**config.mk**
```make
export PLATFORM = sky130hd
export DESIGN_NAME = apb_completer
export DESIGN_NICKNAME = d
export VERILOG_FILES = /design/src/rtl/apb_completer.sv
export SDC_FILE = /design/constraint.sdc
export NUM_CORES = 1
export LEC_CHECK = 0
export ABC_AREA = 1
export BUFFER_PORTS_ARGS = -buffer_cell sky130_fd_sc_hd__buf_2
export CORE_MARGIN = 3
export CORE_UTILIZATION = 45
export DETAILED_ROUTE_END_ITERATION = 16
export PLACE_DENSITY = 0.6
export SLEW_MARGIN = 20
export SYNTH_ARGS = -nofsm -noshare
export SYNTH_HDL_FRONTEND = slang
export SYNTH_SLANG_ARGS = --single-unit
```
**constraint.sdc**
```tcl
create_clock -name clk -period 2.7 [get_ports clk]
set_input_delay 0.135 -clock clk [delete_from_list [all_inputs] [get_ports clk]]
set_output_delay 0.135 -clock clk [all_outputs]
set_load 0.01 [all_outputs]
```
**src/rtl/apb_completer.sv**
```systemverilog
// apb_completer: APB completer that exposes four 32-bit registers at BASE_ADDR.
//   0x0 DATA0 (RW), 0x4 DATA1 (RW), 0x8 TXN_CNT (RO), 0xC DATA3 (RW)
// Each transfer is stretched by WAIT_CYCLES wait states. Every completed transfer
// increments TXN_CNT, including error transfers.
// Ports:
//   clk, reset_n         - clock and async active-low reset
//   psel_i, penable_i    - APB select and enable
//   paddr_i, pwrite_i,
//   pwdata_i             - APB address, direction, and write data
//   pready_o             - transfer completes this cycle
//   prdata_o             - read data; zero except on a successful read while ready
//   pslverr_o            - error response while ready
module apb_completer #(
  parameter logic [31:0] BASE_ADDR   = 32'hDEAD_CAF0,
  parameter int unsigned WAIT_CYCLES = 2
) (
  input  logic        clk,
  input  logic        reset_n,
  input  logic        psel_i,
  input  logic        penable_i,
  input  logic [31:0] paddr_i,
  input  logic        pwrite_i,
  input  logic [31:0] pwdata_i,
  output logic        pready_o,
  output logic [31:0] prdata_o,
  output logic        pslverr_o
);

  typedef enum logic {IDLE, ACCESS} state_t;

  localparam logic [3:0] WAIT_INIT = 4'(WAIT_CYCLES);

  state_t      state, state_nxt;
  logic [3:0]  wait_cnt, wait_cnt_nxt;
  logic        setup, complete;

  // Address bits [1:0] take no part in decode.
  logic [31:2] addr_q;
  logic        write_q;
  logic [31:0] wdata_q;

  logic [31:0] data0, data1, data3, txn_cnt;
  logic [1:0]  sel;
  logic        err;
  logic [31:0] rd_mux;

  logic        unused_addr_lsbs;
  assign unused_addr_lsbs = ^paddr_i[1:0];

  always_ff @(posedge clk or negedge reset_n) begin
    if (!reset_n) begin
      state    <= IDLE;
      wait_cnt <= '0;
    end else begin
      state    <= state_nxt;
      wait_cnt <= wait_cnt_nxt;
    end
  end

  always_comb begin
    state_nxt    = state;
    wait_cnt_nxt = wait_cnt;
    setup        = 1'b0;
    complete     = 1'b0;
    case (state)
      IDLE: begin
        // penable_i high without a prior setup phase is ignored.
        if (psel_i && !penable_i) begin
          state_nxt    = ACCESS;
          wait_cnt_nxt = WAIT_INIT;
          setup        = 1'b1;
        end
      end
      ACCESS: begin
        if (!psel_i) begin
          // The requester abandoned the transfer, so nothing is committed.
          state_nxt    = IDLE;
          wait_cnt_nxt = '0;
        end else if (penable_i) begin
          if (wait_cnt == 4'd0) begin
            complete  = 1'b1;
            state_nxt = IDLE;
          end else begin
            wait_cnt_nxt = wait_cnt - 4'd1;
          end
        end
        // psel_i=1 with penable_i=0 is a protocol violation; hold state and counter.
      end
      default: state_nxt = IDLE;
    endcase
  end

  always_ff @(posedge clk or negedge reset_n) begin
    if (!reset_n) begin
      addr_q  <= '0;
      write_q <= 1'b0;
      wdata_q <= '0;
    end else if (setup) begin
      addr_q  <= paddr_i[31:2];
      write_q <= pwrite_i;
      wdata_q <= pwdata_i;
    end
  end

  assign sel = addr_q[3:2];
  assign err = (addr_q[31:4] != BASE_ADDR[31:4]) || (write_q && sel == 2'd2);

  always_ff @(posedge clk or negedge reset_n) begin
    if (!reset_n) begin
      data0   <= '0;
      data1   <= '0;
      data3   <= '0;
      txn_cnt <= '0;
    end else if (complete) begin
      txn_cnt <= txn_cnt + 32'd1;
      if (write_q && !err) begin
        case (sel)
          2'd0:    data0 <= wdata_q;
          2'd1:    data1 <= wdata_q;
          2'd3:    data3 <= wdata_q;
          default: ;
        endcase
      end
    end
  end

  always_comb begin
    case (sel)
      2'd0:    rd_mux = data0;
      2'd1:    rd_mux = data1;
      2'd2:    rd_mux = txn_cnt;   // pre-increment value of this transfer
      default: rd_mux = data3;
    endcase
  end

  // Outputs are decoded only from registered state, so they have no combinational
  // path from the APB inputs, and they drop as soon as reset is asserted.
  assign pready_o  = (state == ACCESS) && (wait_cnt == 4'd0);
  assign pslverr_o = pready_o && err;
  assign prdata_o  = (pready_o && !write_q && !err) ? rd_mux : '0;

endmodule

```
==> results.txt, run 1 <==
----------------------------------------------------
[Worst hold path]
  Worst Hold Class ... primary input to register
  End point of the most critical hold path ... state
  Worst Hold Launch ... penable_i
  Number of stages on the worst hold path ... 4

[Critical path]
  Cell chain of the critical path ... inv_1 > ha_1 > nand2_1 > nor2_1 > nand3_1 > buf_4 > nor2_1 > buf_2
  Reg2Reg Capture Point ... data0[20]
  Kind of start point of the critical path ... register
  WP buf/inv ... 3
  Path depth of the worst reg2reg path ... 7
  Endpoint kind of the worst setup timing path ... output port
  Largest stage delay on the critical path ... 0.37 ns
  WP data required ... 2.57 ns
  Class of the most critical setup path ... register to output port
  Crit path arrival time ... between 2 and 2.5 ns
  Reg-to-reg setup timing slack ... 0.65 ns
  Dominant delay contributor by cell family on the critical path ... simple AND/OR/NAND/NOR gates
  Cell with the biggest individual delay on the critical path ... dfrtp_1
  Critical path fanouts, max ... 32
  Worst flop-to-flop path startpoint ... wait_cnt[0]
  Most used cell along the critical path ... nor2_1

[Clock tree]
  Clock root buffer master ... clkbuf_16
  Cells resized by post-CTS repair ... 0
  Number of clock buffers inserted by TritonCTS ... 17
  Setup bufs post-CTS ... 0
  Clock tree from TritonCTS ... built
  Clock insertion delay at the later pin of the skew report ... between 0.4 and 0.5 ns
  CTS max path bufs ... 2
  Clock transition at the registers of the reported paths ... 0.08 ns
  TritonCTS sink count ... 196
  Number of H-tree levels ... 4

[Timing]
  Worst rel slew slack ... 56.3%
  Crit share post-route ... 85.1%
  Highest Clock Rate ... 435 MHz
  Clock period minus final worst setup slack ... about 2.3 ns
  Setup repair after global routing missed its margin ... false
  Final Slew Violations ... 0
  Final setup violation count ... 0
  Min Hold Slack ... between 0.04 and 0.05 ns
  Setup TNS Final ... 0 ns
  Final hold violation count ... 0
  Post-Route Skew ... 0.0140 ns
  Transition time of the tightest slew-check pin ... 0.655 ns

[Run status]
  Status ... finished, final reports clean

[Place]
  Placer congestion estimate ... 0.854
  Buffers added on ports ... 100
  Half-perimeter wire length of the detailed placement result ... 15800 um

[Synth]
  Unique cell type count in the Yosys netlist ... 25
  Share of flip-flops with an asynchronous set or reset after synthesis ... 100%
  Net count of the mapped netlist ... 1241
  Portion of the post-synthesis area used by sequential elements ... 50.8%
  Post-synthesis cell area ... 9650 um2
  Synth top area share ... 50.8%
  Largest area contributor in the synthesized netlist ... dfrtp_1
  Number of warning messages in the yosys log ... 0
  Count of flip-flops with a built-in enable after synthesis ... 0
  Mean instance size in the synthesized netlist ... 8.24 um2
  Most used DFF post-synth ... dfrtp_1
  Number of synthesized register bits ... 196
  Commonest cells in the synthesized netlist ... nand2_1, dfrtp_1, nor2_1
  Syn Inst Count ... between 1k and 1.5k
  Most common cell in the netlist ... nand2_1
  Top cells by area in the synthesized netlist ... dfrtp_1, nand2_1, nand4_1

[Cells and area]
  Number of inserted filler cells in the final layout ... 1840
  Nets ... ~1.4k
  Final Core Density ... 56.5%
  Number of inserted diodes ... 0
  Area added between synthesis and finish ... 20.7%
  Fraction of layout cells with a size suffix above 1 ... 16.4%

[Floorplan]
  Placeable Area ... 20600 um2
  Number of rows in the core area ... 52
  Floorplan die height ... around 150 um
  Count of pins on the block boundary ... 103
  Floorplan die area ... approximately 23000 um2
  Width of the die ... ~150 um
  Initial standard-cell utilization of the core ... 46.8%

[Routing]
  Vias ... 8245
  First-pass iteration count of the detailed router ... 6
  DRC viols ... 0
  Post-DR wirelength/cell ... 15.5 um
  WL final ... ~25000 um
  Routed Antenna Nets ... 0
  Via count normalized by instance count ... just over 5
  Drt first-iter violations ... a little over 500

[Global routing]
  Number of antenna violations at the first check in global routing ... 0
  Pin count of the biggest net entering global routing ... about 100
  Tot GR Track Use ... between 20% and 30%
  Total congestion overflow after global routing ... 0
  First-pass GRT wire length ... 41700 um
  Number of global-route vias before repair ... 8161

[Power and ir drop]
  Static Leak ... 5.78 nW
  PwrDens ... 635 nW/um2
  VDD IR max ... 0.493 mV

[Flow run]
  Max-cap violations ... 0

----------------------------------------------------
## cell type report
cell class / count / area, um2 / area share, %
timing repair buffer: 184 / 1380 / 11.8
sequential: 196 / 4900 / 42.1
tap: 270 / 338 / 2.90
inverter: 65 / 244 / 2.09
clock buffer: 17 / 425 / 3.65
multi-input combinational: 843 / 4180 / 35.9
clock inverter: 15 / 174 / 1.49
## cells in the final DEF (no fill, tap or decap), types with 2 or more instances in the layout
cell type | Yosys | layout
nand2_1 | 431 | 431
dfrtp_1 | 196 | 196
nor2_1 | 122 | 120
nand4_1 | 102 | 102
buf_2 | 42 | 99
dlygate4sd3_1 | 0 | 65
inv_1 | 60 | 59
mux2_2 | 51 | 51
a21oi_1 | 45 | 45
nand3_1 | 32 | 31
o211ai_1 | 23 | 23
clkbuf_16 | 0 | 17
xor2_1 | 16 | 16
buf_4 | 7 | 13
o21ai_0 | 8 | 8
buf_12 | 0 | 6
inv_2 | 4 | 5
inv_8 | 0 | 5
nor2_4 | 2 | 4
nand4_2 | 4 | 4
inv_6 | 0 | 4
clkinv_8 | 0 | 3
nor3_1 | 2 | 2
ha_1 | 2 | 2
clkinv_4 | 0 | 2
## repair_timing
action / CTS / global route
hold buffers: 65 / 0
endpoints found under the setup margin: 0 / 0
hold endpoints to repair: 138 / 0
## worst reg2reg max path, stage by stage (launching register included)
cell and delay, ns:
dfrtp_1 0.37, inv_1 0.11, ha_1 0.27, nand4_2 0.18, nor2_4 0.19, buf_4 0.54, nand4_1 0.22, nand2_1 0.10
## state kept, by name (all words and copies together), names as in the netlist
register / count
wait_cnt: 4
state: 1
data3: 32
addr_q: 30
write_q: 1
data0: 32
txn_cnt: 32
wdata_q: 32
data1: 32
## how the worst max path moves through the flow
stage              endpoint   startpoint  cells past startpoint
6_report       prdata_o[16]  wait_cnt[0]                      8
5_1_grt        prdata_o[16]  wait_cnt[0]                      8
3_5_place_dp    txn_cnt[16]  wait_cnt[0]                      7
3_3_place_gp    txn_cnt[16]  wait_cnt[0]                      7
4_1_cts        prdata_o[16]  wait_cnt[0]                      8
2_1_floorplan  prdata_o[10]  wait_cnt[0]                      7
## cells by family after synthesis
group / after synthesis / share of synthesized area, %
AND/OR/NAND/NOR: 698 / 30.9
flip-flops: 196 / 50.8
adder cells (fa/ha/maj): 2 / 0.259
buffers and inverters: 131 / 6.07
multiplexers: 51 / 5.95
AO/OA/AOI/OAI: 76 / 4.54
XOR/XNOR: 16 / 1.45
## report_power, final
part	total [mW]	leakage, nW	switching (mW)	internal (mW)
clock	2.57	0.294	1.31	1.26
sequential	3.55	2.54	0.305	3.25
combinational	1.27	2.94	0.771	0.496
## layer usage
| metal | share of wire, % | global-route usage [%] | vias to the layer above |
|---|---|---|---|
| met4 | 0.83 | 4.71 | 0 |
| li1 | - | - | 4111 |
| met1 | 47 | 30.3 | 3943 |
| met2 | 48 | 35.4 | 171 |
| met5 | 0 | 0 | - |
| met3 | 4.2 | 4.06 | 20 |
## per-stage QoR
stage	total power [mW]	worst slack [ns]	cell area (um2)	cells
after global routing	7.78	0.141	11600	1590
after global placement	4.76	0.705	10400	1493
after floorplan	4.31	1.08	9650	1170
after detailed placement	4.79	0.646	10400	1493
final	7.39	0.403	11600	1590
after CTS	7.44	0.353	11600	1590
Note: power is estimated with default switching activity, not from simulation.
==> inputs of run 2 (changes only) <==
CTS_BUF_LIST = sky130_fd_sc_hd__clkbuf_8   (was not set)
REMOVE_ABC_BUFFERS = 1   (was not set)
==> run 2 against run 1 <==
  * Clock skew rose by 0.0010 ns
  * Wire length decreased by 4.2%
  * Utilization down 0.69 points
  * Sequential power about the same
  * Clock power shrank 23%
  * Hold slack better by 0.17 ns
  * Worst setup slack worse by 0.030 ns
  * Clock-buffer cell count rose by 1
  * Critical endpoint is now prdata_o[10]
  * Largest cell class unchanged
==> results.txt, run 2 (synthesis results as in run 1) <==
----------------------------------------------------
[Global routing]
  Pin count of the biggest net entering global routing ... 80 (-18%)
  Tot GR Track Use ... 21.0% (-0.62 points)
  Total congestion overflow after global routing ... 0 (unchanged)
  Number of antenna violations at the first check in global routing ... 0 (unchanged)
  First-pass GRT wire length ... 40800 um (-2.2%)
  Number of global-route vias before repair ... 8168 (+0.086%)

[Critical path]
  Reg2Reg Capture Point ... txn_cnt[16]
  Critical path fanouts, max ... 32 (unchanged)
  WP data required ... 2.57 ns (about the same)
  Class of the most critical setup path ... register to output port
  Path depth of the worst reg2reg path ... 7 (unchanged)
  Cell with the biggest individual delay on the critical path ... dfrtp_1
  Kind of start point of the critical path ... register
  Largest stage delay on the critical path ... 0.38 ns (about the same)
  Reg-to-reg setup timing slack ... 0.69 ns (+0.04 ns)
  Most used cell along the critical path ... nor2_1
  Endpoint kind of the worst setup timing path ... output port
  Worst flop-to-flop path startpoint ... wait_cnt[0]
  Crit path arrival time ... 2.19 ns (+0.03 ns)
  Cell chain of the critical path ... inv_1 > ha_1 > nand2_1 > nor2_1 > nand3_1 > buf_4 > nor2_1 > buf_2

[Timing]
  Final setup violation count ... 0 (unchanged)
  Setup repair after global routing missed its margin ... false
  Crit share post-route ... 86.2% (+1.1 points)
  Highest Clock Rate ... 430 MHz (-1.3%)
  Final Slew Violations ... 0 (unchanged)
  Final hold violation count ... 0 (unchanged)
  Worst rel slew slack ... 56.3% (about the same)
  Clock period minus final worst setup slack ... 2.33 ns (+0.0302 ns)
  Transition time of the tightest slew-check pin ... 0.655 ns (+0.000436 ns)
  Post-Route Skew ... 0.0150 ns (+0.000997 ns)

[Floorplan]
  Count of pins on the block boundary ... 103 (unchanged)
  Number of rows in the core area ... 52 (unchanged)
  Initial standard-cell utilization of the core ... 46.8% (unchanged)
  Width of the die ... 152 um (unchanged)
  Placeable Area ... 20600 um2 (unchanged)
  Floorplan die height ... 152 um (unchanged)
  Floorplan die area ... 23200 um2 (unchanged)

[Routing]
  Vias ... 8097 (-1.8%)
  First-pass iteration count of the detailed router ... 5 (-1)
  WL final ... 23600 um (-4.2%)
  Drt first-iter violations ... 504 (-2.3%)
  Routed Antenna Nets ... 0 (unchanged)
  DRC viols ... 0 (unchanged)
  Post-DR wirelength/cell ... 14.8 um (-4.5%)
  Via count normalized by instance count ... 5.08 (-2.0%)

[Worst hold path]
  Number of stages on the worst hold path ... 8 (+4)
  Worst Hold Launch ... penable_i
  Worst Hold Class ... primary input to register
  End point of the most critical hold path ... wait_cnt[3]

[Power and ir drop]
  PwrDens ... 589 nW/um2 (-7.3%)
  Overall power of the completed layout ... 6.77 mW (-8.4%)
  Static Leak ... 5.71 nW (-1.1%)
  VDD IR max ... 0.395 mV (-20%)

[Clock tree]
  TritonCTS sink count ... 196 (unchanged)
  Clock transition at the registers of the reported paths ... 0.11 ns (+0.03 ns)
  Clock insertion delay at the later pin of the skew report ... 0.47 ns (+0.03 ns)
  Setup bufs post-CTS ... 0 (unchanged)
  Number of H-tree levels ... 4 (unchanged)
  CTS max path bufs ... 2 (unchanged)
  Number of clock buffers inserted by TritonCTS ... 17 (unchanged)
  Clock tree from TritonCTS ... built
  Clock root buffer master ... clkbuf_8

[Cells and area]
  Final Core Density ... 55.8% (-0.69 points)
  Fraction of layout cells with a size suffix above 1 ... 16.7% (+0.25 points)
  Most common cell after layout, fill and taps aside ... nand2_1
  Top library cells by usage in the layout, fill and taps aside ... nand2_1, dfrtp_1, nor2_1, nand4_1, buf_2
  Number of inserted diodes ... 0 (unchanged)
  Nets ... 1382 (+0.29%)
  Area added between synthesis and finish ... 19.3%

[Place]
  Half-perimeter wire length of the detailed placement result ... 14900 um (-5.7%)
  Buffers added on ports ... 100 (unchanged)
  Placer congestion estimate ... 0.880 (+3.0%)

[Flow run]
  Max-cap violations ... 0 (unchanged)

[Run status]
  Status ... finished, final reports clean

----------------------------------------------------
-- run 2: cell types whose count changed in the layout (fill, tap and decap cells not counted), moves of 2 or more --
| cell | delta |
|---|---|
| inv_6 | +3 |
| clkbuf_8 | +18 |
| inv_8 | -4 |
| buf_4 | +2 |
| clkbuf_16 | -17 |
-- run 2: what timing repair did --
action,in CTS,in global routing
endpoints found under the setup margin,0,3
resized for setup,0,1
endpoints found under the hold margin,132,0
hold buffers,66,0
-- run 2: layout make-up --
type	count	area (um2)
fillers	1952	9120
flip-flops and latches	196	4900
well taps	270	338
inverters	65	244
multi-input cells	843	4190
repair buffers	188	1420
clock buffers	18	248
clock inverters	14	161
-- run 2: per-stage QoR --
| stage | setup slack (ns) | hold WS (ns) | setup TNS [ns] | area (um2) | instances |
|---|---|---|---|---|---|
| final | 0.373 | 0.222 | 0 | 11500 | 1594 |
| after global routing | 0.162 | 0.290 | 0 | 11500 | 1594 |
| after CTS | 0.151 | 0.186 | 0 | 11500 | 1594 |
| after detailed placement | 0.683 | 0.214 | 0 | 10400 | 1496 |
| after global placement | 0.721 | 0.213 | 0 | 10400 | 1496 |
| after floorplan | -0.933 | -0.161 | -115.49 | 9300 | 1104 |
-- run 2: how the worst max path moves through the flow --
stage | start | to | slack [ns] | cells after the start
finish | wait_cnt[0] | prdata_o[10] | 0.37 | 8
global placement | addr_q[3] | prdata_o[12] | 0.72 | 7
CTS | addr_q[3] | prdata_o[12] | 0.15 | 7
floorplan | addr_q[3] | data1[0] | -0.93 | 4
detailed placement | addr_q[3] | prdata_o[12] | 0.68 | 7
global route | wait_cnt[0] | prdata_o[14] | 0.16 | 8
-- run 2: metal layers --
layer  routed length [um]  track usage (%)  share of wire, %  up-vias
met5                    0                0                 0        -
met3                  945             3.69               4.0       20
li1                     -                -                 -     4101
met2                11200             34.1                48      156
met4                  249             4.88               1.1        0
met1                11200             29.7                47     3820
-- run 2: worst max-delay path, delay by kind of cell (launching register included) --
family                   cells  cell delay [ns]
buffers and inverters        3             0.51
adder cells (fa/ha/maj)      1             0.25
flip-flops                   1             0.38
AND/OR/NAND/NOR              4             0.57
-- run 2: report_power, final --
group          internal [mW]  leakage, nW  total (mW)  switching [mW]
registers               3.24         2.54        3.53           0.288
clock network          0.803        0.207        1.98            1.17
logic                  0.502         2.96        1.26           0.759
total                   4.55         5.71        6.77            2.22
==> inputs of run 3 (changes only) <==
clock period = 2.2 ns   (was 2.7 ns; I/O delays follow)
==> run 3 against run 2 <==
  * Non-clock buffer count up 17
  * Flip-flop and latch count unchanged
  * Combinational power rose by 43%
  * Clock-buffer cell count unchanged
  * Cell count up 1.1%
  * Sequential power grew 23%
  * Register-to-register slack got worse by 0.30 ns
  * Clock power up 17%
  * Critical path type unchanged
  * Critical endpoint is now prdata_o[15]
  * Highest routed layer unchanged
==> results.txt, run 3 (synthesis results as in run 1) <==
----------------------------------------------------
[Run status]
  Status ... finished, final reports clean

[Routing]
  Via count normalized by instance count ... 5.14 (+1.2%)
  DRC viols ... 0 (unchanged)
  First-pass iteration count of the detailed router ... 5 (unchanged)
  WL final ... 24900 um (+5.3%)
  Drt first-iter violations ... 568 (+13%)
  Vias ... 8280 (+2.3%)
  Post-DR wirelength/cell ... 15.4 um (+4.2%)
  Routed Antenna Nets ... 0 (unchanged)

[Critical path]
  Kind of start point of the critical path ... register
  Path depth of the worst reg2reg path ... 8 (+1)
  Reg-to-reg setup timing slack ... 0.39 ns (-0.30 ns)
  Critical path fanouts, max ... 29 (-9.4%)
  Crit path arrival time ... 2.01 ns (-0.18 ns)
  Endpoint kind of the worst setup timing path ... output port
  Worst flop-to-flop path startpoint ... wait_cnt[0]
  WP data required ... 2.09 ns (-0.48 ns)
  Reg2Reg Capture Point ... data3[28]
  Class of the most critical setup path ... register to output port

[Timing]
  Transition time of the tightest slew-check pin ... 0.588 ns (-0.0671 ns)
  Final hold violation count ... 0 (unchanged)
  Final setup violation count ... 0 (unchanged)
  Setup TNS Final ... 0 ns (unchanged)
  Clock period minus final worst setup slack ... about 2.1 ns
  Worst rel slew slack ... 60.8% (+4.5 points)
  Crit share post-route ... roughly 97%
  Min Hold Slack ... 0.201 ns (-0.0212 ns)
  Post-Route Skew ... 0.0215 ns (+0.00648 ns)
  Highest Clock Rate ... 471 MHz
  Final Slew Violations ... 0 (unchanged)
  Setup repair after global routing missed its margin ... true

[Worst hold path]
  Worst Hold Class ... primary input to async pin

[Floorplan]
  Number of rows in the core area ... 52 (unchanged)
  Floorplan die height ... 152 um (unchanged)
  Width of the die ... 152 um (unchanged)
  Placeable Area ... 20600 um2 (unchanged)
  Count of pins on the block boundary ... 103 (unchanged)
  Initial standard-cell utilization of the core ... 46.8% (unchanged)
  Floorplan die area ... 23200 um2 (unchanged)

[Clock tree]
  Clock tree from TritonCTS ... built
  Number of clock buffers inserted by TritonCTS ... 17 (unchanged)
  TritonCTS sink count ... 196 (unchanged)
  Number of H-tree levels ... 4 (unchanged)
  Clock transition at the registers of the reported paths ... 0.11 ns (about the same)
  CTS max path bufs ... 2 (unchanged)
  Clock insertion delay at the later pin of the skew report ... 0.48 ns (about the same)
  Clock root buffer master ... clkbuf_8

[Power and ir drop]
  PwrDens ... 714 nW/um2 (+21%)
  Static Leak ... 5.84 nW (+2.2%)
  VDD IR max ... 0.449 mV (+14%)

[Cells and area]
  Fraction of layout cells with a size suffix above 1 ... 19.4% (+2.7 points)
  Area added between synthesis and finish ... 22.6%
  Post-route insts no fill ... 1611 (+1.1%)
  Top library cells by usage in the layout, fill and taps aside ... nand2_1, dfrtp_1, nor2_1, nand4_1, buf_2
  Number of inserted diodes ... 0 (unchanged)
  Most common cell after layout, fill and taps aside ... nand2_1
  Number of inserted filler cells in the final layout ... 1970 (+0.92%)
  Nets ... 1399 (+1.2%)

[Global routing]
  Total congestion overflow after global routing ... 0 (unchanged)
  Tot GR Track Use ... 20.8% (-0.20 points)
  Pin count of the biggest net entering global routing ... 69 (-14%)
  First-pass GRT wire length ... 40500 um (-0.71%)
  Number of antenna violations at the first check in global routing ... 0 (unchanged)
  Number of global-route vias before repair ... 7964 (-2.5%)

[Flow run]
  Max-cap violations ... 0 (unchanged)

[Place]
  Placer congestion estimate ... 0.880 (about the same)
  Buffers added on ports ... 100 (unchanged)
  Half-perimeter wire length of the detailed placement result ... 15300 um (+2.9%)
  Placed Cells incl. Taps ... 1500 (+0.27%)

----------------------------------------------------
run 3: cell types whose count changed in the layout (fill, tap and decap cells not counted), moves of 2 or more:
cell	change
nand2_1	-2
inv_2	+2
inv_8	+2
clkbuf_16	+4
nor2_2	+12
inv_1	-2
nand3_1	-2
buf_12	+4
nor2_1	-13
buf_4	+7
nand2_2	+2
run 3: area by class of cell:
type / count / area [um2] / share of cell area [%]
clock inverters: 14 / 134 / 1.13
well taps: 270 / 338 / 2.86
multi-input cells: 843 / 4260 / 36.0
clock buffers: 18 / 248 / 2.09
inverters: 65 / 244 / 2.06
flip-flops and latches: 196 / 4910 / 41.5
repair buffers: 205 / 1690 / 14.3
run 3: worst max-delay path, cell delays in order (launching register included):
cell      delay (ns)
dfrtp_2         0.46
buf_4           0.16
nor2_4          0.17
buf_12          0.20
nand2_1         0.07
o211ai_1        0.12
a21oi_1         0.09
nor2_2          0.12
buf_2           0.14
run 3: worst max path at each step:
stage,depth (start not counted),startpoint,end
final,8,addr_q[3],prdata_o[15]
after detailed placement,8,wait_cnt[0],data3[2]
after floorplan,4,addr_q[3],data1[0]
after global placement,8,wait_cnt[0],data0[21]
after global routing,8,addr_q[3],prdata_o[15]
after CTS,8,wait_cnt[0],prdata_o[17]
run 3: routing by layer:
layer | vias up | share of wire, % | track usage, %
met5 | - | 0 | 0
met4 | 0 | 0.61 | 4.28
met3 | 11 | 4.3 | 4.06
met2 | 170 | 48 | 34.7
met1 | 3956 | 47 | 28.6
li1 | 4143 | - | -
run 3: timing repair:
action | 4_1_cts | 5_1_grt
hold buffers | 66 | 0
endpoints found under the hold margin | 127 | 0
buffers inserted | 3 | 6
cloned | 0 | 4
setup endpoints to repair | 32 | 33
pin swaps | 1 | 4
gates resized for setup | 7 | 30
run 3: report_power, final:
part,switching (mW),internal (mW),total (mW)
Sequential,0.349,3.98,4.33
Clock,1.44,0.873,2.31
Combinational,1.04,0.763,1.80
Total,2.83,5.62,8.45
run 3: per-stage QoR:
stage | power [mW] | worst slack (ns) | area, um2 | utilization [%]
6_report | 8.45 | 0.0756 | 11800 | 57.3
4_1_cts | 8.31 | 0.0148 | 11600 | 56.2
5_1_grt | 8.94 | -0.0465 | 11800 | 57.3
3_5_place_dp | 5.87 | 0.310 | 10500 | 50.8
3_3_place_gp | 5.83 | 0.351 | 10500 | 50.8
2_1_floorplan | 5.21 | -1.43 | 9300 | -
